`config.mk`:
```
export PLATFORM = sky130hd
export DESIGN_NAME = noc_port_queue_flat
export DESIGN_NICKNAME = d
export VERILOG_FILES = /design/src/rtl/noc_port_queue_pkg.sv /design/src/rtl/axis_if.sv /design/src/rtl/pmu_sat_counter.sv /design/src/rtl/noc_port_queue.sv /design/src/flat_wrapper.sv
export SDC_FILE = /design/constraint.sdc
export NUM_CORES = 1
export LEC_CHECK = 0
export BUFFER_PORTS_ARGS = -buffer_cell sky130_fd_sc_hd__buf_2
export CAP_MARGIN = 0
export CORE_ASPECT_RATIO = 0.9
export CORE_UTILIZATION = 35
export DETAILED_ROUTE_END_ITERATION = 10
export PLACE_DENSITY_LB_ADDON = 0.3
export SYNTH_ARGS = -nofsm -noshare
export SYNTH_HDL_FRONTEND = slang
export SYNTH_HIERARCHICAL = 1
export SYNTH_SLANG_ARGS = --single-unit
```
`constraint.sdc`:
```
create_clock -name clk -period 8.3 [get_ports clk]
set_input_delay 0.83 -clock clk [delete_from_list [all_inputs] [get_ports clk]]
set_output_delay 0.83 -clock clk [all_outputs]
set_load 0.05 [all_outputs]
```
`src/rtl/noc_port_queue_pkg.sv`:
```
// Shared NoC definitions: flit geometry and PMU counter sizing used by
// bridges, routers and port queues.
package noc_port_queue_pkg;

    localparam int NOC_DATA_WIDTH = 40;
    localparam int PMU_CNT_WIDTH  = 32;

    typedef logic [NOC_DATA_WIDTH-1:0] noc_data_t;

    typedef struct packed {
        logic      last;
        noc_data_t data;
    } noc_flit_t;

endpackage

```
`src/rtl/axis_if.sv`:
```
// AXI4-Stream flit channel between NoC blocks; only TVALID/TREADY/TDATA/TLAST
// are carried.
interface axis_if #(
    parameter int DATA_WIDTH = 40
) ();

    logic                  tvalid;
    logic                  tready;
    logic [DATA_WIDTH-1:0] tdata;
    logic                  tlast;

    modport master (
        output tvalid,
        output tdata,
        output tlast,
        input  tready
    );

    modport slave (
        input  tvalid,
        input  tdata,
        input  tlast,
        output tready
    );

endinterface

```
`src/rtl/pmu_sat_counter.sv`:
```
// Event counter for the port PMU: counts up on inc, sticks at all-ones and
// returns to zero on clr (clr wins over a same-cycle inc).
module pmu_sat_counter #(
    parameter int CNT_WIDTH = 32
) (
    input  logic                 clk,
    input  logic                 rst_n,
    input  logic                 inc,
    input  logic                 clr,
    output logic [CNT_WIDTH-1:0] count
);

    logic at_max;

    assign at_max = &count;

    always_ff @(posedge clk) begin
        if (!rst_n) begin
            count <= '0;
        end else if (clr) begin
            count <= '0;
        end else if (inc && !at_max) begin
            count <= count + CNT_WIDTH'(1);
        end
    end

endmodule

```
`src/rtl/noc_port_queue.sv`:
```
// Flit queue in front of one router input port, with a small PMU that counts
// accepted flits/packets, input stall cycles and the occupancy high-water mark.
module noc_port_queue
    import noc_port_queue_pkg::*;
#(
    parameter int DATA_WIDTH = NOC_DATA_WIDTH,
    parameter int DEPTH      = 8,
    parameter int CNT_WIDTH  = PMU_CNT_WIDTH
) (
    input  logic                   clk,
    input  logic                   rst_n,
    axis_if.slave                  s_axis,
    axis_if.master                 m_axis,
    input  logic                   pmu_clear,
    output logic [$clog2(DEPTH):0] occupancy,
    output logic [CNT_WIDTH-1:0]   pmu_flits,
    output logic [CNT_WIDTH-1:0]   pmu_packets,
    output logic [CNT_WIDTH-1:0]   pmu_stall_cycles,
    output logic [$clog2(DEPTH):0] pmu_max_occ
);

    localparam int IDX_W = $clog2(DEPTH);
    localparam int PTR_W = IDX_W + 1;

    logic [DATA_WIDTH:0] mem [DEPTH];
    logic [PTR_W-1:0]    wr_ptr;
    logic [PTR_W-1:0]    rd_ptr;
    logic [PTR_W-1:0]    wr_ptr_next;
    logic [PTR_W-1:0]    rd_ptr_next;
    logic [PTR_W-1:0]    occ_next;
    logic [DATA_WIDTH:0] head;
    logic                full;
    logic                empty;
    logic                s_ready;
    logic                push;
    logic                pop;
    logic                stall;

    // Extra wrap bit distinguishes full from empty when the indices match.
    assign full  = (wr_ptr[IDX_W] != rd_ptr[IDX_W]) &&
                   (wr_ptr[IDX_W-1:0] == rd_ptr[IDX_W-1:0]);
    assign empty = (wr_ptr == rd_ptr);

    assign s_ready       = !full;
    assign s_axis.tready = s_ready;
    assign m_axis.tvalid = !empty;

    assign push  = s_axis.tvalid && s_ready;
    assign pop   = m_axis.tready && !empty;
    assign stall = s_axis.tvalid && !s_ready;

    assign wr_ptr_next = push ? wr_ptr + PTR_W'(1) : wr_ptr;
    assign rd_ptr_next = pop  ? rd_ptr + PTR_W'(1) : rd_ptr;

    assign occupancy = wr_ptr - rd_ptr;
    assign occ_next  = wr_ptr_next - rd_ptr_next;

    always_ff @(posedge clk) begin
        if (!rst_n) begin
            wr_ptr <= '0;
            rd_ptr <= '0;
        end else begin
            wr_ptr <= wr_ptr_next;
            rd_ptr <= rd_ptr_next;
        end
    end

    always_ff @(posedge clk) begin
        if (push) begin
            mem[wr_ptr[IDX_W-1:0]] <= {s_axis.tlast, s_axis.tdata};
        end
    end

    assign head          = mem[rd_ptr[IDX_W-1:0]];
    assign m_axis.tdata  = head[DATA_WIDTH-1:0];
    assign m_axis.tlast  = head[DATA_WIDTH];

    // A clear restarts the high-water mark from whatever is queued right now.
    always_ff @(posedge clk) begin
        if (!rst_n) begin
            pmu_max_occ <= '0;
        end else if (pmu_clear) begin
            pmu_max_occ <= occupancy;
        end else if (occ_next > pmu_max_occ) begin
            pmu_max_occ <= occ_next;
        end
    end

    pmu_sat_counter #(
        .CNT_WIDTH (CNT_WIDTH)
    ) u_cnt_flits (
        .clk   (clk),
        .rst_n (rst_n),
        .inc   (push),
        .clr   (pmu_clear),
        .count (pmu_flits)
    );

    pmu_sat_counter #(
        .CNT_WIDTH (CNT_WIDTH)
    ) u_cnt_packets (
        .clk   (clk),
        .rst_n (rst_n),
        .inc   (push && s_axis.tlast),
        .clr   (pmu_clear),
        .count (pmu_packets)
    );

    pmu_sat_counter #(
        .CNT_WIDTH (CNT_WIDTH)
    ) u_cnt_stalls (
        .clk   (clk),
        .rst_n (rst_n),
        .inc   (stall),
        .clr   (pmu_clear),
        .count (pmu_stall_cycles)
    );

endmodule

```
`src/flat_wrapper.sv`:
```
// flat-port wrapper written by rule: the top's interface ports become plain ports
module noc_port_queue_flat import noc_port_queue_pkg::*;
#(
    parameter int DATA_WIDTH = NOC_DATA_WIDTH,
    parameter int DEPTH      = 8,
    parameter int CNT_WIDTH  = PMU_CNT_WIDTH
)
  (clk, rst_n, pmu_clear, occupancy, pmu_flits, pmu_packets, pmu_stall_cycles, pmu_max_occ, s_axis_tvalid, s_axis_tdata, s_axis_tlast, s_axis_tready, m_axis_tvalid, m_axis_tdata, m_axis_tlast, m_axis_tready);
  axis_if #(.DATA_WIDTH(DATA_WIDTH)) s_axis_i ();
  axis_if #(.DATA_WIDTH(DATA_WIDTH)) m_axis_i ();
  input  logic clk;
  input  logic rst_n;
  input  logic pmu_clear;
  output logic [$clog2(DEPTH):0] occupancy;
  output logic [CNT_WIDTH-1:0] pmu_flits;
  output logic [CNT_WIDTH-1:0] pmu_packets;
  output logic [CNT_WIDTH-1:0] pmu_stall_cycles;
  output logic [$clog2(DEPTH):0] pmu_max_occ;
  input wire logic [$bits(s_axis_i.tvalid)-1:0] s_axis_tvalid;
  input wire logic [$bits(s_axis_i.tdata)-1:0] s_axis_tdata;
  input wire logic [$bits(s_axis_i.tlast)-1:0] s_axis_tlast;
  output wire logic [$bits(s_axis_i.tready)-1:0] s_axis_tready;
  output wire logic [$bits(m_axis_i.tvalid)-1:0] m_axis_tvalid;
  output wire logic [$bits(m_axis_i.tdata)-1:0] m_axis_tdata;
  output wire logic [$bits(m_axis_i.tlast)-1:0] m_axis_tlast;
  input wire logic [$bits(m_axis_i.tready)-1:0] m_axis_tready;
  assign s_axis_i.tvalid = s_axis_tvalid;
  assign s_axis_i.tdata = s_axis_tdata;
  assign s_axis_i.tlast = s_axis_tlast;
  assign s_axis_tready = s_axis_i.tready;
  assign m_axis_tvalid = m_axis_i.tvalid;
  assign m_axis_tdata = m_axis_i.tdata;
  assign m_axis_tlast = m_axis_i.tlast;
  assign m_axis_i.tready = m_axis_tready;
  noc_port_queue #(.DATA_WIDTH(DATA_WIDTH), .DEPTH(DEPTH), .CNT_WIDTH(CNT_WIDTH)) u_core (.clk(clk), .rst_n(rst_n), .s_axis(s_axis_i), .m_axis(m_axis_i), .pmu_clear(pmu_clear), .occupancy(occupancy), .pmu_flits(pmu_flits), .pmu_packets(pmu_packets), .pmu_stall_cycles(pmu_stall_cycles), .pmu_max_occ(pmu_max_occ));
endmodule
```
=== Word-level counts from Yosys, hierarchy flattened ===
Memories as Yosys holds them, arrays and structs flattened. A register that Yosys moved wholly into a read port is not among the register bits.
Cells that the tools add are included.

* Equal/unequal tests: 3
* Reductions and logical operators: 18
* Bitwise gates (word level): 1
* Multiplexer cells: 7
* $add $sub $neg: 7
* Order comparisons: 1

{| class="wikitable"
|+ Operator list
! operator !! count
|-
| $add A32 B1 Y32 const B || 3
|-
| $reduce_and A32 Y1 || 3
|-
| $mux W4 || 4
|-
| $add A4 B1 Y4 const B || 2
|-
| $logic_and A1 B1 Y1 || 8
|-
| $sub A4 B4 Y4 || 2
|-
| $logic_not A1 Y1 || 5
|-
| $eq A4 B4 Y1 || 1
|-
| $gt A4 B4 Y1 || 1
|-
| $eq A3 B3 Y1 || 1
|-
| $mux W3 || 1
|-
| $mux W1 || 2
|-
| $reduce_bool A2 Y1 || 1
|-
| $reduce_or A2 Y1 || 1
|-
| $ne A1 B1 Y1 || 1
|-
| $not A1 Y1 || 1
|}

* Input port bits: 46
* Flip-flop bits (word level): 108
* Memories: 1
* Bits in writable memories: 328
* Output and inout port bits: 147
* Word-level logic and storage cells: 44

{| class="wikitable"
|+ Memories
! memory !! words !! bits a word !! read ports !! clocked after Yosys merged registers in !! write ports !! RTL line !! RTL
|-
| u_core.mem || 8 || 41 || 1 || 1 || 1 || noc_port_queue.sv:25 || <nowiki>logic [DATA_WIDTH:0] mem [DEPTH];</nowiki>
|}

=== Depth between registers and ports, before layout ===
* Word-level depth: 9
* Gate-level depth with buffers: 22
* Gate-level depth less buffers: 20

=== Cells and area by module ===
Netlist, hierarchy kept.

{| class="wikitable"
|+ Modules (own cells, without submodules)
! module !! sequential area each (sq um) !! instances !! cells each !! area an instance (sq um)
|-
| noc_port_queue || 10089.7 || 1 || 678 || 13296.5
|-
| pmu_sat_counter || 640.6 || 3 || 203 || 1634.1
|}

=== Least setup slack after synthesis ===
Ideal clock, no wire load.

* Path type: register to register
* From: reg u_core.rd_ptr[1]
* To: mem u_core/mem[0][0] (netlist bit) (enable)
* Clock period less this slack: 6698 ps
* Data arrival time: 6157 ps
* Required time: 7759 ps
* Library setup time: 541 ps
* Cell stages (with the launch flop): 9
* Path buffers: 2
* Slack: 1602 ps
* Path through: dfxtp_1 > buf_1 > clkbuf_1 > inv_1 > ha_1 > and3_2 > nand2_1 > nand2_1 > nor4_1

* Word-level cells in the longest chain between the ends: 6

{| class="wikitable"
|+ Ends and longest elaborated chain
! what !! RTL line !! RTL
|-
| from (decl) || noc_port_queue.sv:27 || <nowiki>logic [PTR_W-1:0] rd_ptr;</nowiki>
|-
| from (signal assigned) || noc_port_queue.sv:64 || <nowiki>rd_ptr <= rd_ptr_next;</nowiki>
|-
| $eq A3 B3 Y1 || noc_port_queue.sv:41 || <nowiki>(wr_ptr[IDX_W-1:0] == rd_ptr[IDX_W-1:0]);</nowiki>
|-
| $logic_and A1 B1 Y1 || noc_port_queue.sv:40 || <nowiki>assign full = (wr_ptr[IDX_W] != rd_ptr[IDX_W]) &&</nowiki>
|-
| $logic_not A1 Y1 || noc_port_queue.sv:44 || <nowiki>assign s_ready = !full;</nowiki>
|-
| named net s_axis_tready || flat_wrapper.sv:22 || <nowiki>output wire logic [$bits(s_axis_i.tready)-1:0] s_axis_tready;</nowiki>
|-
| $logic_and A1 B1 Y1 || noc_port_queue.sv:48 || <nowiki>assign push = s_axis.tvalid && s_ready;</nowiki>
|-
| $mux W1 || noc_port_queue.sv:69 || <nowiki>if (push) begin</nowiki>
|-
| $mux W1 (implied by the code) || noc_port_queue.sv:70 || <nowiki>mem[wr_ptr[IDX_W-1:0]] <= {s_axis.tlast, s_axis.tdata};</nowiki>
|-
| to (decl) || noc_port_queue.sv:25 ||
|}

The timed path passes the listed nets, and every way through them passes these cells.

=== Worst setup path in the final report ===
* From: reg u_core.rd_ptr[0]
* To: reg u_core.pmu_max_occ[1]

* Word-level cells in the longest chain between the ends: 8
* Elaborated cells between the ends (all ways): 16
* Those cells by class: add/sub: 3; order compare: 1; eq/ne: 2; mux: 4; reduce/logical: 6

{| class="wikitable"
|+ Ends and longest elaborated chain
! what !! RTL line !! RTL
|-
| $eq A3 B3 Y1 (*) || noc_port_queue.sv:41 ||
|-
| $logic_and A1 B1 Y1 (*) || noc_port_queue.sv:40 ||
|-
| $logic_not A1 Y1 (*) || noc_port_queue.sv:44 ||
|-
| $logic_and A1 B1 Y1 (*) || noc_port_queue.sv:48 ||
|-
| named net u_core.push || noc_port_queue.sv:35 || <nowiki>logic push;</nowiki>
|-
| $mux W4 (*) || noc_port_queue.sv:52 || <nowiki>assign wr_ptr_next = push ? wr_ptr + PTR_W'(1) : wr_ptr;</nowiki>
|-
| named net u_core.wr_ptr_next[1] || noc_port_queue.sv:28 || <nowiki>logic [PTR_W-1:0] wr_ptr_next;</nowiki>
|-
| $sub A4 B4 Y4 (*) || noc_port_queue.sv:56 || <nowiki>assign occ_next = wr_ptr_next - rd_ptr_next;</nowiki>
|-
| $gt A4 B4 Y1 / $mux W4 (equally long branches) || noc_port_queue.sv:84 || <nowiki>end else if (occ_next > pmu_max_occ) begin</nowiki>
|-
| $reduce_bool A2 Y1 (no source line) / $mux W4 (equally long branches) || n/a ||
|-
| to (signal assigned) || noc_port_queue.sv:83 || <nowiki>pmu_max_occ <= occupancy;</nowiki>
|-
| to (signal assigned) || noc_port_queue.sv:85 || <nowiki>pmu_max_occ <= occ_next;</nowiki>
|-
| to (decl) || noc_port_queue.sv:19 || <nowiki>output logic [$clog2(DEPTH):0] pmu_max_occ</nowiki>
|}

Mark *: on every way through the listed nets, which the timed path passes. The rest lies on a longest branch. The select of a mux whose other input is x is not followed.
A chain may end at the register's enable or synchronous reset.

==> results.sh <==
export IMPL_postCtsSetupRepairBufs=0
export IMPL_grtUsageTotal_pct=16.2
export IMPL_path_cells="ha_1, and3_2, nand2_1, nand2_1, inv_2, nor2_1, a21oi_1, inv_1, ha_1, nand2_1, o21ai_0, xor3_1, inv_1, ha_1, a21oi_1, a41oi_1, nor3b_2, mux2i_1, nor2b_1"
export IMPL_p_per_area_nw_per_um2=250
export IMPL_path_clk_slew_ns=0.06
export IMPL_critPathTopFamily="simple AND/OR/NAND/NOR gates"
export IMPL_synth_compound_area_share_pct=5.74
export IMPL_clockBufferDepth=3
export IMPL_io_buffers=192
export IMPL_place_inst=2123
export IMPL_clock_tree_root_cell="clkbuf_16"
export IMPL_syn_area_per_cell_um2=14.1
export IMPL_fillCellCount=4636
export IMPL_rows=78
export IMPL_ant_nets=0
export IMPL_tightest_slew_ns=1.22
export IMPL_register_area_um2=12000
export IMPL_core_um2=50800
export IMPL_cap_violations=0
export IMPL_final_cells=2211
export IMPL_placed_cell_area_um2=20000
export IMPL_holdBufCountCts=0
export IMPL_critical_path_class="reg2reg"
export IMPL_die_w_um=242
export IMPL_final_area_um2=21500
export IMPL_antenna_found_initial=6
export IMPL_cp_num_buf_inv=3
export IMPL_dp_final_hpwl_mm=25.2
export IMPL_yosys_warnings=6
export IMPL_drtIter0Drc=914
export IMPL_cts_tree="yes"
export IMPL_startpoint_type="register"
export IMPL_period_needed_ns=4.81
export IMPL_routed_wl_mm=42.9
export IMPL_ys_ff_latch=436
export IMPL_grtUsageMet3_pct=3.13
export IMPL_grt_overflow=0
export IMPL_synth_edf_count=328
export IMPL_grt_max_degree=48
export IMPL_synth_top_family_by_area="simple AND/OR/NAND/NOR gates"
export IMPL_h_tree_depth=2
export IMPL_synth_top_cell_area_share_pct=54.1
export IMPL_use_met1_pct=23.4
export IMPL_reg2reg_setup_slack_ns=3.49
export IMPL_required_ns=8.78
export IMPL_timing_rr_end="u_core/pmu_max_occ[1]"
export IMPL_ir_drop_mv=0.161
export IMPL_grt_pass1_vias=11300
export IMPL_grt_pass1_wl_mm=66.4
export IMPL_synthMuxAreaShare_pct=10.7
export IMPL_drive_above_1_share_pct=26.4
export IMPL_setup_viol=0
export IMPL_hold_depth=2
export IMPL_vias_per_cell=5.32
export IMPL_area_growth_pct=17.9
export IMPL_layout_nets=1554
export IMPL_synth_common_cells="edfxtp_1, nand2_1, dfxtp_1, mux4_2, a21oi_1"
export IMPL_synth_top_cell_by_area="edfxtp_1"
export IMPL_yosysSeqAreaShare_pct=66.0
export IMPL_min_delay_start="u_core/u_cnt_packets/count[13]"
export IMPL_syn_inst=1287
export IMPL_hold_viol=0
export IMPL_drt_pre_antenna_iters=10
export IMPL_max_freq_ghz=0.208
export IMPL_yosysUniqueCellTypes=55
export IMPL_arrival_ns=5.29
export IMPL_hold_class="reg2reg"
export IMPL_cp_max_fo=40
export IMPL_cts_resized=0
export IMPL_drc=0
export IMPL_holdPathEnd="u_core/u_cnt_packets/count[13]"
export IMPL_synthXorXnorAreaFrac_pct=1.09
export IMPL_clk_latency_ns=0.59
export IMPL_ys_flop_type="edfxtp_1"
export IMPL_numCtsBuffers=46
export IMPL_synth_top_cells_by_area="edfxtp_1, dfxtp_1, mux4_2"
export IMPL_synth_most_common_cell="edfxtp_1"
export IMPL_cp_slowest_stage_delay_ns=0.88
export IMPL_boundaryPins=193
export IMPL_cp_end_kind="register"
export IMPL_ff2ff_path_depth=19
export IMPL_grt_busiest_layer="met2"
export IMPL_use_met2_pct=24.9
export IMPL_gp_congestion=0.861
export IMPL_clock_sinks=436
export IMPL_synth_nets=1350
export IMPL_multiInputGateArea_um2=5940
export IMPL_p_leak_nw=7.23
export IMPL_rsz0062_at_grt="no"
export IMPL_skew_ns=0.0179
export IMPL_dieHeight_um=218
export IMPL_status="completed"
export IMPL_initial_core_util_pct=35.8
export IMPL_slew_headroom_pct=18.9
export IMPL_wire_per_inst_um=19.4
export IMPL_die_area_um2=52900
export IMPL_syn_area_um2=18200
export IMPL_r2r_start="u_core/rd_ptr[0]"
export IMPL_synth_simple_area_share_pct=13.6
export IMPL_setup_tns_ns=0
export IMPL_min_period_over_period_pct=58.0
export IMPL_utilization_pct=42.2
export IMPL_synthAdderAreaFrac_pct=1.25
export IMPL_maxSlewViolCount=0
export IMPL_critPathSlowestCell="dfxtp_4"
export IMPL_p_total_mw=5.36
export IMPL_synthArstFlopShare_pct=0
export IMPL_via_count=11800
## cells in the final DEF (no fill, tap or decap), drive strengths merged, types with 3 or more instances in the layout
cell,n
or4,24
nor2,19
or2,3
nor3,19
or4b,3
a21oi,77
nand2,196
clkinv,24
nor3b,4
and3,14
mux4,82
ha,15
nand3,38
xnor2,12
inv,24
o211ai,6
and4,18
bufinv,4
or3,54
nand4,29
dfxtp,108
mux2i,10
clkbuf,52
a31oi,6
buf,208
diode,3
o311ai,3
nor4,10
nor4b,3
edfxtp,328
and2,11
nand2b,7
xor2,7
o21ai,62
o31ai,24
nor2b,12
## where the power goes
group	internal (mW)	leakage, nW	switching, mW	total, mW
registers	2.40	3.85	0.0572	2.45
clock network	1.15	0.723	0.873	2.02
logic	0.318	2.66	0.561	0.879
total	3.87	7.23	1.49	5.36
## metrics by stage
stage | setup slack (ns) | hold WS [ns]
2_1_floorplan | 1.60 | 0.615
3_3_place_gp | 3.59 | 0.476
3_5_place_dp | 3.41 | 0.483
4_1_cts | 3.40 | 0.473
5_1_grt | 3.05 | 0.498
6_report | 3.49 | 0.492
## routing by layer
metal / share of wire, % / vias to the layer above
met1: 47 / 5932
met2: 46 / 318
met3: 5.5 / 68
met5: 0.12 / -
met4: 1.9 / 8
li1: - / 5429
## worst max path at each step
stage,start,endpoint,slack [ns],cells past startpoint
finish,u_core/rd_ptr[0],u_core/pmu_max_occ[1],3.49,19
global route,u_core/rd_ptr[0],u_core/pmu_max_occ[1],3.05,19
floorplan,u_core/rd_ptr[1],u_core/mem[0][0],1.60,8
detailed placement,u_core/rd_ptr[0],u_core/pmu_max_occ[1],3.41,19
global placement,u_core/rd_ptr[0],u_core/pmu_max_occ[2],3.59,19
CTS,u_core/rd_ptr[0],u_core/pmu_max_occ[1],3.40,19
## registers in the layout, indices dropped and copies added (netlist names)
register and count:
u_core/mem 328, u_core/pmu_max_occ 4, u_core/rd_ptr 4, u_core/u_cnt_flits/count 32, u_core/u_cnt_packets/count 32, u_core/u_cnt_stalls/count 32
u_core/wr_ptr 4
## worst reg2reg max path: stages (launching register included)
cell	delay, ns
dfxtp_4	0.88
ha_1	0.41
and3_2	0.24
nand2_1	0.10
nand2_1	0.19
inv_2	0.25
nor2_1	0.06
a21oi_1	0.25
inv_1	0.08
ha_1	0.28
nand2_1	0.05
o21ai_0	0.23
xor3_1	0.41
inv_1	0.08
ha_1	0.24
a21oi_1	0.14
a41oi_1	0.07
nor3b_2	0.44
mux2i_1	0.25
nor2b_1	0.06
## cells by family (layout without fill, tap and decap cells)
family                     Yosys count  after routing
and+or+nand+nor                    465            465
DFF                                436            436
xor gates and xnor gates            20             20
muxes                               92             92
adders and majority gates           17             17
buffers and inverters               73            314
AOI/OAI and AO/OA                  184            184
other                                0              3
## final cells by class
class | count | area share, %
Clock buffer | 52 | 5.47
Multi-Input combinational cell | 778 | 27.7
Inverter | 21 | 0.367
Clock inverter | 33 | 1.43
Tap cell | 680 | 3.96
Antenna cell | 3 | 0.0350
Sequential cell | 436 | 56.0
Timing Repair Buffer | 208 | 5.04
No activity file was read; power rests on OpenSTA's default activity.
